[config.mk]
export PLATFORM = sky130hd
export DESIGN_NAME = mfp_window_feeder_flat
export DESIGN_NICKNAME = d
export VERILOG_FILES = /design/src/rtl/mfp_window_feeder_if.sv /design/src/rtl/mfp_window_feeder.sv /design/src/flat_wrapper.sv
export SDC_FILE = /design/constraint.sdc
export NUM_CORES = 1
export LEC_CHECK = 0
export CORE_MARGIN = 3
export CORE_UTILIZATION = 47
export DETAILED_ROUTE_END_ITERATION = 12
export DONT_BUFFER_PORTS = 1
export MAX_ROUTING_LAYER = met4
export SETUP_SLACK_MARGIN = 0.2
export SLEW_MARGIN = 20
export SYNTH_ARGS = -nofsm -noshare
export SYNTH_HDL_FRONTEND = slang
export SYNTH_SLANG_ARGS = --single-unit
[constraint.sdc]
create_clock -name clk -period 4.6 [get_ports clk]
set_input_delay 1.15 -clock clk [delete_from_list [all_inputs] [get_ports clk]]
set_output_delay 1.15 -clock clk [all_outputs]
set_load 0.02 [all_outputs]
[src/rtl/mfp_window_feeder_if.sv]
// Stream bundle between a sample producer, the window feeder and the
// MAC array input: sample channel in, packed tap window out, plus the
// advance enable that gates sample acceptance and flush stepping.
interface mfp_window_feeder_if #(
    parameter int DataW = 8,
    parameter int ArrL  = 7
);
    logic                    en;
    logic                    s_valid;
    logic                    s_ready;
    logic [DataW-1:0]        s_data;
    logic                    s_last;
    logic                    w_valid;
    logic                    w_ready;
    logic [DataW*ArrL-1:0]   w_arr;
    logic                    w_first;
    logic                    w_last;

    modport master (
        output en, s_valid, s_data, s_last, w_ready,
        input  s_ready, w_valid, w_arr, w_first, w_last
    );

    modport slave (
        input  en, s_valid, s_data, s_last, w_ready,
        output s_ready, w_valid, w_arr, w_first, w_last
    );
endinterface

[src/rtl/mfp_window_feeder.sv]
// Tap-window generator for the symmetric FIR MAC array. Every accepted
// sample yields one ArrL-wide window centred on it, with line borders
// edge-replicated. The tap register drives w_arr directly, so the window
// is held for free whenever the consumer stalls.
//
// state    | meaning
// ---------+-----------------------------------------------------------
// IDLE     | waiting for sample 0 of a line; it preloads every tap
// RUN      | shifting in samples; emits once H samples follow the centre
// FLUSH    | H self-timed steps replicating the newest sample
module mfp_window_feeder #(
    parameter int DataW = 8,
    parameter int ArrL  = 7
) (
    input  logic                 clk,
    input  logic                 aclr,
    mfp_window_feeder_if.slave   bus
);
    localparam int H  = ArrL / 2;
    localparam int KW = $clog2(H + 1);
    localparam logic [KW-1:0] K_MAX = KW'(H);
    localparam logic [KW-1:0] K_PRE = KW'(H - 1);

    localparam logic [1:0] ST_IDLE  = 2'd0;
    localparam logic [1:0] ST_RUN   = 2'd1;
    localparam logic [1:0] ST_FLUSH = 2'd2;

    logic [1:0]                   state;
    logic [ArrL-1:0][DataW-1:0]   taps;
    logic [KW-1:0]                k;
    logic [KW-1:0]                fcnt;
    logic [KW-1:0]                k_inc;
    logic                         w_valid_q;
    logic                         w_first_q;
    logic                         w_last_q;
    logic                         free;
    logic                         accept;
    logic                         run_adv;
    logic                         flush_step;
    logic                         advance;
    logic                         emit;
    logic                         last_step;

    // Every advance needs the output slot free, which is what keeps
    // w_arr stable under backpressure. aclr gates ready so nothing is
    // taken while reset is held.
    assign free       = !w_valid_q || bus.w_ready;
    assign bus.s_ready = !aclr && bus.en && free && (state != ST_FLUSH);
    assign accept     = bus.s_valid && bus.s_ready;
    assign run_adv    = accept && (state == ST_RUN);
    assign flush_step = bus.en && free && (state == ST_FLUSH);
    assign advance    = run_adv || flush_step;

    // k counts samples seen to the right of the oldest centre; it
    // saturates at H, after which every advance emits.
    assign k_inc     = (k == K_MAX) ? K_MAX : k + 1'b1;
    assign emit      = advance && (k_inc == K_MAX);
    assign last_step = flush_step && (fcnt == K_PRE);

    assign bus.w_valid = w_valid_q;
    assign bus.w_first = w_first_q;
    assign bus.w_last  = w_last_q;
    assign bus.w_arr   = taps;

    // Line sequencing and the tap shift register.
    always_ff @(posedge clk or posedge aclr) begin
        if (aclr) begin
            state <= ST_IDLE;
            taps  <= '0;
            k     <= '0;
            fcnt  <= '0;
        end else begin
            case (state)
                ST_IDLE: begin
                    if (accept) begin
                        taps  <= {ArrL{bus.s_data}};
                        k     <= '0;
                        fcnt  <= '0;
                        state <= bus.s_last ? ST_FLUSH : ST_RUN;
                    end
                end
                ST_RUN: begin
                    if (accept) begin
                        taps <= {bus.s_data, taps[ArrL-1:1]};
                        k    <= k_inc;
                        if (bus.s_last) begin
                            state <= ST_FLUSH;
                            fcnt  <= '0;
                        end
                    end
                end
                ST_FLUSH: begin
                    if (flush_step) begin
                        taps <= {taps[ArrL-1], taps[ArrL-1:1]};
                        k    <= k_inc;
                        if (fcnt == K_PRE) begin
                            state <= ST_IDLE;
                        end else begin
                            fcnt <= fcnt + 1'b1;
                        end
                    end
                end
                default: state <= ST_IDLE;
            endcase
        end
    end

    // Output slot: load on emit, otherwise drain when the consumer takes it.
    always_ff @(posedge clk or posedge aclr) begin
        if (aclr) begin
            w_valid_q <= 1'b0;
            w_first_q <= 1'b0;
            w_last_q  <= 1'b0;
        end else if (emit) begin
            w_valid_q <= 1'b1;
            w_first_q <= (k == K_PRE);
            w_last_q  <= last_step;
        end else if (bus.w_ready) begin
            w_valid_q <= 1'b0;
        end
    end
endmodule

[src/flat_wrapper.sv]
// flat-port wrapper written by rule: the top's interface ports become plain ports
module mfp_window_feeder_flat 
#(
    parameter int DataW = 8,
    parameter int ArrL  = 7
)
  (clk, aclr, bus_en, bus_s_valid, bus_s_data, bus_s_last, bus_w_ready, bus_s_ready, bus_w_valid, bus_w_arr, bus_w_first, bus_w_last);
  mfp_window_feeder_if #(.DataW(DataW), .ArrL(ArrL)) bus_i ();
  input  logic clk;
  input  logic aclr;
  input wire logic [$bits(bus_i.en)-1:0] bus_en;
  input wire logic [$bits(bus_i.s_valid)-1:0] bus_s_valid;
  input wire logic [$bits(bus_i.s_data)-1:0] bus_s_data;
  input wire logic [$bits(bus_i.s_last)-1:0] bus_s_last;
  input wire logic [$bits(bus_i.w_ready)-1:0] bus_w_ready;
  output wire logic [$bits(bus_i.s_ready)-1:0] bus_s_ready;
  output wire logic [$bits(bus_i.w_valid)-1:0] bus_w_valid;
  output wire logic [$bits(bus_i.w_arr)-1:0] bus_w_arr;
  output wire logic [$bits(bus_i.w_first)-1:0] bus_w_first;
  output wire logic [$bits(bus_i.w_last)-1:0] bus_w_last;
  assign bus_i.en = bus_en;
  assign bus_i.s_valid = bus_s_valid;
  assign bus_i.s_data = bus_s_data;
  assign bus_i.s_last = bus_s_last;
  assign bus_i.w_ready = bus_w_ready;
  assign bus_s_ready = bus_i.s_ready;
  assign bus_w_valid = bus_i.w_valid;
  assign bus_w_arr = bus_i.w_arr;
  assign bus_w_first = bus_i.w_first;
  assign bus_w_last = bus_i.w_last;
  mfp_window_feeder #(.DataW(DataW), .ArrL(ArrL)) u_core (.clk(clk), .aclr(aclr), .bus(bus_i));
endmodule
# Word level (Yosys, flattened, before mapping)

Index checks and enable logic that the tools add are counted.

Bits in registers: 65
Output and inout bits: 60

$add $sub $neg: 2
Equality and inequality tests: 13
Muxes and demuxes: 23
Bitwise gates (word level): 1
Reductions and logical operators: 21

Operators by type and width:

| cell                                          | count |
|---|---|
| one-hot mux 56 bit (3 select lines)           | 1 |
| 2-to-1 mux 56 bit                             | 2 |
| 2-to-1 mux 48 bit                             | 1 |
| 2-to-1 mux 2 bit                              | 14 |
| one-hot mux 2 bit (3 select lines)            | 3 |
| == test 2 bit, second input constant          | 5 |
| logical AND 1 bit                             | 9 |
| != test 2 bit, second input constant          | 4 |
| AND reduction 4 bit                           | 2 |
| != test 2 x 1 -> 1 bit, second input constant | 3 |
| AND reduction 6 bit                           | 1 |
| AND reduction 5 bit                           | 1 |
| adder 2 x 1 -> 2 bit, second input constant   | 2 |
| nonzero test 2 bit                            | 2 |
| nonzero test 3 bit                            | 1 |
| == test 2 x 1 -> 1 bit, second input constant | 1 |
| logical NOT 1 bit                             | 2 |
| logical NOT 2 bit                             | 1 |
| logical OR 1 bit                              | 2 |
| 2-to-1 mux 1 bit                              | 2 |
| inverter 1 bit                                | 1 |

# Logic depth before layout (Yosys ltp)

Gate-level depths: netlist (run 1).

Word-level depth: 9
Gate-level depth with buffers: 9
Depth with buffers taken out: 6

# Worst setup path after synthesis (run 1)

Ideal clock, no wire load.

Path kind: input to output
Start point: input bus_w_ready
End point: output bus_s_ready
Arrival: 2.015 ns
Setup slack: 1.435 ns
Stages: 4
Path buffers: 1
Path through: nand2b_1 buf_2 nand2_1 nor3_1

Cells in the longest elaborated chain, start to end: 3

Ends and longest elaborated chain:

| what                           | RTL line                | text |
|---|---|---|
| start, declared                | flat_wrapper.sv:15      | `input wire logic [$bits(bus_i.w_ready)-1:0] bus_w_ready;` |
| logical OR 1 bit               | mfp_window_feeder.sv:47 | `assign free = !w_valid_q \|\| bus.w_ready;` |
| logical AND 1 bit (2 in a row) | mfp_window_feeder.sv:48 | `assign bus.s_ready = !aclr && bus.en && free && (state != ST_FLUSH);` |
| end, declared                  | flat_wrapper.sv:16      | `output wire logic [$bits(bus_i.s_ready)-1:0] bus_s_ready;` |

No other way between the ends.

# Final worst setup path (run 1)

Ends and elaborated chain as after synthesis.

==> impl_metrics.json, run 1 <==
{
  "port_buffers": 0,
  "placed_cell_area_sq_mm": 0.00322,
  "cp.arrival_ns": 2.11,
  "dieArea_sq_mm": 0.00785,
  "finalCritPeriodShare_pct": 70.9,
  "track_usage_pct": 18.2,
  "routed_wl_um": 6570,
  "cp-start-kind": "primary input",
  "die_y_um": 88.6,
  "cts_max_level": 3,
  "gp_congestion": 0.796,
  "hold_violations": 0,
  "yosysWarnings": 0,
  "setup_viol": 0,
  "crit_fanout": 11,
  "worstHoldStart": "u_core.k[0]",
  "max_freq_mhz": 307,
  "grt_max_degree": 49,
  "cts_tree": "yes",
  "num_vias": 2096,
  "skew_ns": 0.0111,
  "antenna_found_initial": 0,
  "fin_util_pct": 53.0,
  "cp_cell_sequence": "nand2b_1 > nand2_1 > nor3_1",
  "min_path_type": "flop to flop",
  "drc": 0,
  "drive_above_1_share_pct": 8.81,
  "r2r_cells": 7,
  "crit_type": "primary input to primary output",
  "reg2reg_from": "u_core.state[0]",
  "drv_slew": 0,
  "yosysTopAreaCellShare_pct": 50.7,
  "crit_path_start": "bus_w_ready",
  "synth_edf_count": 0,
  "finalSetupTns_ns": 0,
  "synth.area.top_cells": "dfrtp_1, mux2i_1, a21oi_1",
  "syn2layout_area_growth_pct": 7.34,
  "yosysSeqAreaShare_pct": 50.7,
  "grt_pass1_wl_um": 10700,
  "crit_slowest_cell": "nor3_1",
  "post_cts_buffers": 0,
  "rows": 29,
  "ys.flop_type": "dfrtp_1",
  "clock_path_buffers": 2,
  "postSynth.asyncResetShare_pct": 100,
  "cts_sinks": 65,
  "ir_drop_v": 0.000336,
  "endpoint_kind": "primary output",
  "core_area_sq_mm": 0.00649,
  "drv_cap": 0,
  "clk_latency_ns": 0.33,
  "min_period_ns": 3.26,
  "ys_ff_latch": 65,
  "synthesis.nets": 335,
  "syn-cell-area_sq_mm": 0.00321,
  "antenna_cells": 0,
  "dr.pass1.iters": 4,
  "hold_buffers": 0,
  "syn_avg_cell_area_sq_um": 10.1,
  "cts-buffers-inserted": 9,
  "synth_cell_types": 37,
  "hpwlAfterDp_um": 4420,
  "fin_total_pwr_mw": 2.81,
  "cts_root_buffer": "clkbuf_8",
  "p_leak_nw": 1.67,
  "synth_largest_area_cell": "dfrtp_1",
  "overflow": 0,
  "slowest_delay_ns": 0.50,
  "required_ns": 3.45,
  "floorplan.initialDensity_pct": 49.4,
  "clkTransAtPathRegs_ns": 0.07,
  "drtIter0Drc": 76,
  "postSynthCellCount": 316,
  "power.density_mw_per_mm2": 816,
  "worstMarginPinSlew_ns": 0.989,
  "outcome": "completed",
  "cts_resized": 0,
  "hold_depth": 1,
  "maxSlewHeadroom_pct": 34.1,
  "drtAntennaViolNets": 0,
  "via_per_inst": 5.31,
  "die_w_um": 88.6,
  "final_area_sq_mm": 0.00344,
  "grt_pass1_vias": 2147,
  "grt_setup_unrepaired": "no",
  "io_pins": 74,
  "final_nets": 332,
  "wl_per_cell_um": 16.6
}
Yosys cell counts (2+ instances only):
library cell	n
o21ai_0	11
nor2_1	4
mux2i_1	49
nand2_1	21
or2_2	2
buf_6	4
ha_1	5
or3_1	2
buf_2	8
nand4_1	2
dfrtp_1	65
inv_1	57
clkbuf_1	3
nand2b_1	3
nor2b_1	8
a21oi_1	51
power breakdown:
| part | internal [mW] | switching, mW | leakage, nW |
|---|---|---|---|
| clock network | 0.239 | 0.218 | 0.0984 |
| logic | 0.414 | 0.541 | 0.759 |
| registers | 0.843 | 0.555 | 0.809 |
| total | 1.50 | 1.31 | 1.67 |
path summary, 6_finish.rpt:
check	slack [ns]	to
setup reg to reg	1.94	u_core.bus.w_arr[36]
hold reg to reg	0.53	u_core.bus.w_first
min in group asynchronous	0.88	u_core.bus.w_arr[35]
hold / removal	0.53	u_core.bus.w_first
max in group asynchronous	2.86	u_core.bus.w_arr[54]
setup / recovery	1.34	bus_s_ready
per-layer routing:
layer,vias up,global-route usage [%],part of all wire [%]
li1,1042,-,-
met1,994,23.4,45
met2,49,27.5,47
met3,11,4.84,5.8
met4,0,7.14,1.8
met5,-,-,0
layout make-up:
type / instances / area [sq um]
Clock buffer: 12 / 165
Clock inverter: 4 / 26.3
Fill cell: 601 / 3050
Inverter: 57 / 214
Multi-Input combinational cell: 177 / 1260
Sequential cell: 65 / 1630
Tap cell: 77 / 96.3
Timing Repair Buffer: 3 / 55.1
stage by stage:
stage | hold WS, ns | worst slack, ns | cells
finish | 0.533 | 1.34 | 395
global route | 0.550 | 1.23 | 395
CTS | 0.536 | 1.34 | 394
detailed placement | 0.527 | 1.34 | 378
global placement | 0.514 | 1.36 | 378
floorplan | 0.477 | 1.44 | 316
sequential cells by signal, summed over array words and instances (netlist names):
name                count
u_core.bus.w_arr       56
u_core.state            2
u_core.bus.w_last       1
u_core.fcnt             2
u_core.bus.w_first      1
u_core.bus.w_valid      1
u_core.k                2
cells in the final DEF (no fill, tap or decap), types with 2 or more instances in the layout:
master    instances
nand2b_1          3
o21ai_0          11
ha_1              5
nor2b_1           8
dfrtp_1          65
nor2_1            3
or3_1             2
inv_1            56
nand4_1           2
mux2i_1          49
a21oi_1          51
nand2_1          21
clkbuf_8         12
or2_2             2
clkinv_2          2
logic make-up after synthesis:
logic type | synth area share [%]
compound gates | 13.0
flops | 50.7
mux | 15.6
buf+inv | 10.3
fa+ha+maj | 1.95
simple gates | 8.39
critical path: cells and delay by family:
kind             cells  cell delay [ns]
and+or+nand+nor      3             0.96
Note: power is estimated with default switching activity, not from simulation.
==> run 2: changes to the inputs <==
==> constraint.sdc (replaced) <==
create_clock -name clk -period 3.2 [get_ports clk]
set_input_delay 0.8 -clock clk [delete_from_list [all_inputs] [get_ports clk]]
set_output_delay 0.8 -clock clk [all_outputs]
set_load 0.02 [all_outputs]
==> run 2 against run 1 <==
Against the previous run:
- global-route usage decreased by 0.29 points
- power rose by 50%
- critical path type is now flop to primary output
- sequential power rose by 44%
- clock-buffer cell count decreased by 1
- register-to-register slack got worse by 1.0 ns
- combinational power up 41%
- sequential share of layout area down 0.71 points
- clock power increased by 88%
- final cell count is 0.25% higher
- worst setup slack lost 0.69 ns
- hold slack worse by 0.17 ns
==> impl_metrics.json, run 2 (synthesized netlist as in run 1, its figures left out) <==
{
  "outcome": "completed",
  "dr.pass1.iters": 4,
  "largest_register_ffs": 56,
  "syn2layout_area_growth_pct": 8.97,
  "crit_fanout": 11,
  "netSwitchingFraction_pct": 44.7,
  "floorplan.initialDensity_pct": 49.4,
  "r2r_slack_ns": 0.94,
  "grt_pass1_vias": 2117,
  "setup_viol": 0,
  "reg2reg_from": "u_core.state[0]",
  "grt_pass1_wl_um": 10300,
  "required_ns": 2.40,
  "pre_cts_ws_ns": 0.649,
  "setup_slack_ns": 0.648,
  "clkTransAtPathRegs_ns": 0.07,
  "cts_max_level": 3,
  "clk_latency_ns": 0.34,
  "grt_max_degree": 46,
  "rows": 29,
  "routed_wl_um": 6520,
  "min_path_type": "primary input to asynchronous set/reset pin",
  "die_w_um": 88.6,
  "post_cts_buffers": 0,
  "die_y_um": 88.6,
  "post-place-cells": 380,
  "power_frac_comb_pct": 31.9,
  "mostFrequentLayoutCell": "dfrtp_1",
  "cts-buffers-inserted": 9,
  "num_vias": 2130,
  "antenna_found_initial": 0,
  "endpoint_kind": "primary output",
  "ir_drop_v": 0.000478,
  "gp_congestion": 0.803,
  "grt_setup_unrepaired": "no",
  "hpwlAfterDp_um": 4380,
  "final_cell_mix": "dfrtp_1, inv_1, a21oi_1",
  "cts_root_buffer": "clkbuf_8",
  "final_cells": 396,
  "core_area_sq_mm": 0.00649,
  "io_pins": 74,
  "maxSlewHeadroom_pct": 57.5,
  "p_seq_share_pct": 47.7,
  "worstMarginPinSlew_ns": 0.635,
  "wl_per_cell_um": 16.5,
  "via_per_inst": 5.38,
  "placed_cell_area_sq_mm": 0.00325,
  "cp.arrival_ns": 1.75,
  "p_int_mw": 2.33,
  "hold_buffers": 0,
  "crit_type": "flop to primary output",
  "antenna_cells": 0,
  "clock_path_buffers": 2,
  "finalSetupTns_ns": 0,
  "cts_resized": 0,
  "skew_ns": 0.0132,
  "drc": 0,
  "r2r_cells": 7,
  "clkPwrFrac_pct": 20.3,
  "holdWs_ns": 0.366,
  "finalCritPeriodShare_pct": 79.8,
  "cp-start-kind": "flop",
  "cts_sinks": 65,
  "final_area_sq_mm": 0.00349,
  "drive_above_1_share_pct": 8.78,
  "p_leak_nw": 1.69,
  "r2r-end": "u_core.k[0]",
  "cts_tree": "yes",
  "final_nets": 333,
  "power.switching_mw": 1.89,
  "drtIter0Drc": 54,
  "overflow": 0,
  "dieArea_sq_mm": 0.00785,
  "drv_slew": 0,
  "port_buffers": 0,
  "min_period_ns": 2.55,
  "drv_cap": 0,
  "track_usage_pct": 17.9,
  "hold_violations": 0,
  "power.density_mw_per_mm2": 1210,
  "drtAntennaViolNets": 0,
  "max_freq_mhz": 392
}
[run 2: critical path, cell delays in order, from the launching register on]
cell      delay (ns)
dfrtp_1         0.46
nand2b_1        0.37
nand2_1         0.09
nor3_1          0.50
[run 2: power groups by stage]
| stage | sequential, mW | clock, mW | combinational (mW) |
|---|---|---|---|
| CTS | 2.02 | 0.879 | 1.36 |
| floorplan | 1.92 | 0 | 1.19 |
| finish | 2.01 | 0.857 | 1.35 |
| global route | 2.07 | 0.913 | 1.53 |
| global placement | 2.03 | 0 | 1.32 |
| detailed placement | 2.04 | 0 | 1.36 |
[run 2: worst max-delay path by stage]
stage                            start     endpoint  slack (ns)  cells past startpoint
finish              u_core.bus.w_valid  bus_s_ready        0.65                      3
global route        u_core.bus.w_valid  bus_s_ready        0.52                      3
CTS                 u_core.bus.w_valid  bus_s_ready        0.61                      3
detailed placement         bus_w_ready  bus_s_ready        0.65                      3
global placement           bus_w_ready  bus_s_ready        0.66                      3
floorplan                  bus_w_ready  bus_s_ready        0.74                      4
[run 2: final cells by class]
cell class              count  area, sq um
repair buffers              4         55.1
clock buffers              11          141
flip-flops and latches     65         1630
inverters                  57          214
clock inverters             5          103
fillers                   583         3000
multi-input cells         177         1260
well taps                  77         96.3
[run 2: routing by layer]
layer	track usage, %	vias up	share of wire [%]
met5	-	-	0
met3	5.59	14	6.5
met1	22.0	1021	46
met4	8.65	0	2.3
met2	26.9	52	46
li1	-	1043	-
[run 2: through the flow]
stage | utilization, % | power (mW)
after floorplan | - | 3.11
after global placement | 50.0 | 3.35
after detailed placement | 50.0 | 3.39
after CTS | 53.8 | 4.26
after global routing | 53.8 | 4.52
final | 53.8 | 4.21
==> run 3: changes to the inputs <==
==> constraint.sdc (replaced) <==
create_clock -name clk -period 2.7 [get_ports clk]
set_input_delay 0.675 -clock clk [delete_from_list [all_inputs] [get_ports clk]]
set_output_delay 0.675 -clock clk [all_outputs]
set_load 0.02 [all_outputs]
==> run 3 against run 2 <==
Against the previous run:
- via count shrank 0.42%
- design area shrank 1.4%
- power up 13%
- register-to-register slack worse by 0.45 ns
- first-iteration DRC count rose by 28%
- clock power decreased by 15%
- critical path type unchanged
- critical endpoint unchanged
- highest routed layer unchanged
==> impl_metrics.json, run 3 (synthesized netlist as in run 1, its figures left out) <==
{
  "maxSlewHeadroom_pct": 62.7,
  "hold_violations": 0,
  "highest_layer": "met4",
  "power.density_mw_per_mm2": 1380,
  "clock_path_buffers": 2,
  "crit_slowest_cell": "dfrtp_1",
  "final_cell_mix": "dfrtp_1, inv_1, a21oi_1",
  "post_cts_buffers": 0,
  "die_y_um": 88.6,
  "cts-buffers-inserted": 9,
  "min_path_type": "primary input to asynchronous set/reset pin",
  "finalSetupTns_ns": 0,
  "final_cells": 396,
  "clk_latency_ns": 0.34,
  "io_pins": 74,
  "gp_congestion": 0.811,
  "floorplan.initialDensity_pct": 49.4,
  "wl_per_cell_um": 16.4,
  "r2r_slack_ns": 0.49,
  "clkTransAtPathRegs_ns": 0.07,
  "drtIter0Drc": 69,
  "min_period_ns": 2.28,
  "antenna_found_initial": 0,
  "cts_max_level": 3,
  "grt_pass1_vias": 2146,
  "dieArea_sq_mm": 0.00785,
  "rows": 29,
  "cts_tree": "yes",
  "drtAntennaViolNets": 0,
  "grt_setup_unrepaired": "no",
  "m1WireLength_um": 3040,
  "n_fill_cell": 600,
  "dr.pass1.iters": 4,
  "hpwlAfterDp_um": 4440,
  "cp-start-kind": "flop",
  "outcome": "completed",
  "mostFrequentLayoutCell": "dfrtp_1",
  "die_w_um": 88.6,
  "cts_sinks": 65,
  "post-place-cells": 382,
  "antenna_cells": 0,
  "grt_max_degree": 49,
  "skew_ns": 0.00687,
  "routed-wl-met2_um": 2950,
  "routed_wl_um": 6510,
  "cts_resized": 0,
  "track_usage_pct": 18.8,
  "core_area_sq_mm": 0.00649,
  "required_ns": 2.03,
  "port_buffers": 0,
  "via_per_inst": 5.36,
  "cp.arrival_ns": 1.61,
  "ir_drop_v": 0.000773,
  "crit_type": "flop to primary output",
  "overflow": 0,
  "cts_root_buffer": "clkbuf_8",
  "drive_above_1_share_pct": 9.09,
  "setup_slack_ns": 0.418,
  "syn2layout_area_growth_pct": 7.49,
  "setup_viol": 0,
  "largest_register_ffs": 56,
  "finalCritPeriodShare_pct": 84.5,
  "grt_pass1_wl_um": 10800,
  "pre_cts_ws_ns": 0.490,
  "drv_slew": 0,
  "num_vias": 2121,
  "drv_cap": 0,
  "max_freq_mhz": 438,
  "endpoint_kind": "primary output",
  "crit_fanout": 11,
  "hold_buffers": 0,
  "cp_cell_sequence": "nand2b_1 > nand2_1 > nor3_1 > buf_4",
  "drc": 0,
  "p_leak_nw": 1.67,
  "slowest_delay_ns": 0.46,
  "met3_length_um": 424,
  "final_nets": 335,
  "worstMarginPinSlew_ns": 0.559
}
-- run 3: metrics by stage --
step,instance area (sq um),utilization [%],total power [mW],hold slack [ns]
floorplan,3210,-,3.69,0.477
global placement,3280,50.5,4.01,0.508
detailed placement,3280,50.5,4.06,0.526
CTS,3450,53.1,4.80,0.277
global route,3450,53.1,5.14,0.290
finish,3450,53.1,4.74,0.269
-- run 3: layout make-up --
cell class	instances	area, sq um	share of cell area (%)
Clock buffer	11	151	4.39
Tap cell	77	96.3	2.79
Multi-Input combinational cell	177	1260	36.5
Timing Repair Buffer	6	82.6	2.40
Inverter	57	214	6.21
Clock inverter	3	17.5	0.508
Sequential cell	65	1630	47.2
-- run 3: power by group --
part	internal, mW	switching [mW]
logic	0.711	0.922
registers	1.44	0.945
clock network	0.370	0.360
-- run 3: final timing paths --
kind / from / endpoint / depth (start not counted)
setup / recovery: u_core.bus.w_valid / bus_s_ready / 4
hold / removal: aclr / u_core.state[0] / 1
setup reg to reg: u_core.state[0] / u_core.k[0] / 7
hold reg to reg: u_core.fcnt[1] / u_core.fcnt[1] / 2
max in group asynchronous: aclr / u_core.bus.w_arr[1] / 2
min in group clk: bus_s_last / u_core.state[1] / 2
-- run 3: critical path: cells and delay by family, from the launching register on --
family / cells / cell delay [ns]
buf+inv: 1 / 0.18
flops: 1 / 0.46
simple gates: 3 / 0.62
-- run 3: metal layers --
layer  global-route usage (%)  up-vias
li1                         -     1043
met1                     24.2     1019
met2                     27.3       48
met3                     6.70       11
met4                     7.01        0
met5                        -        -
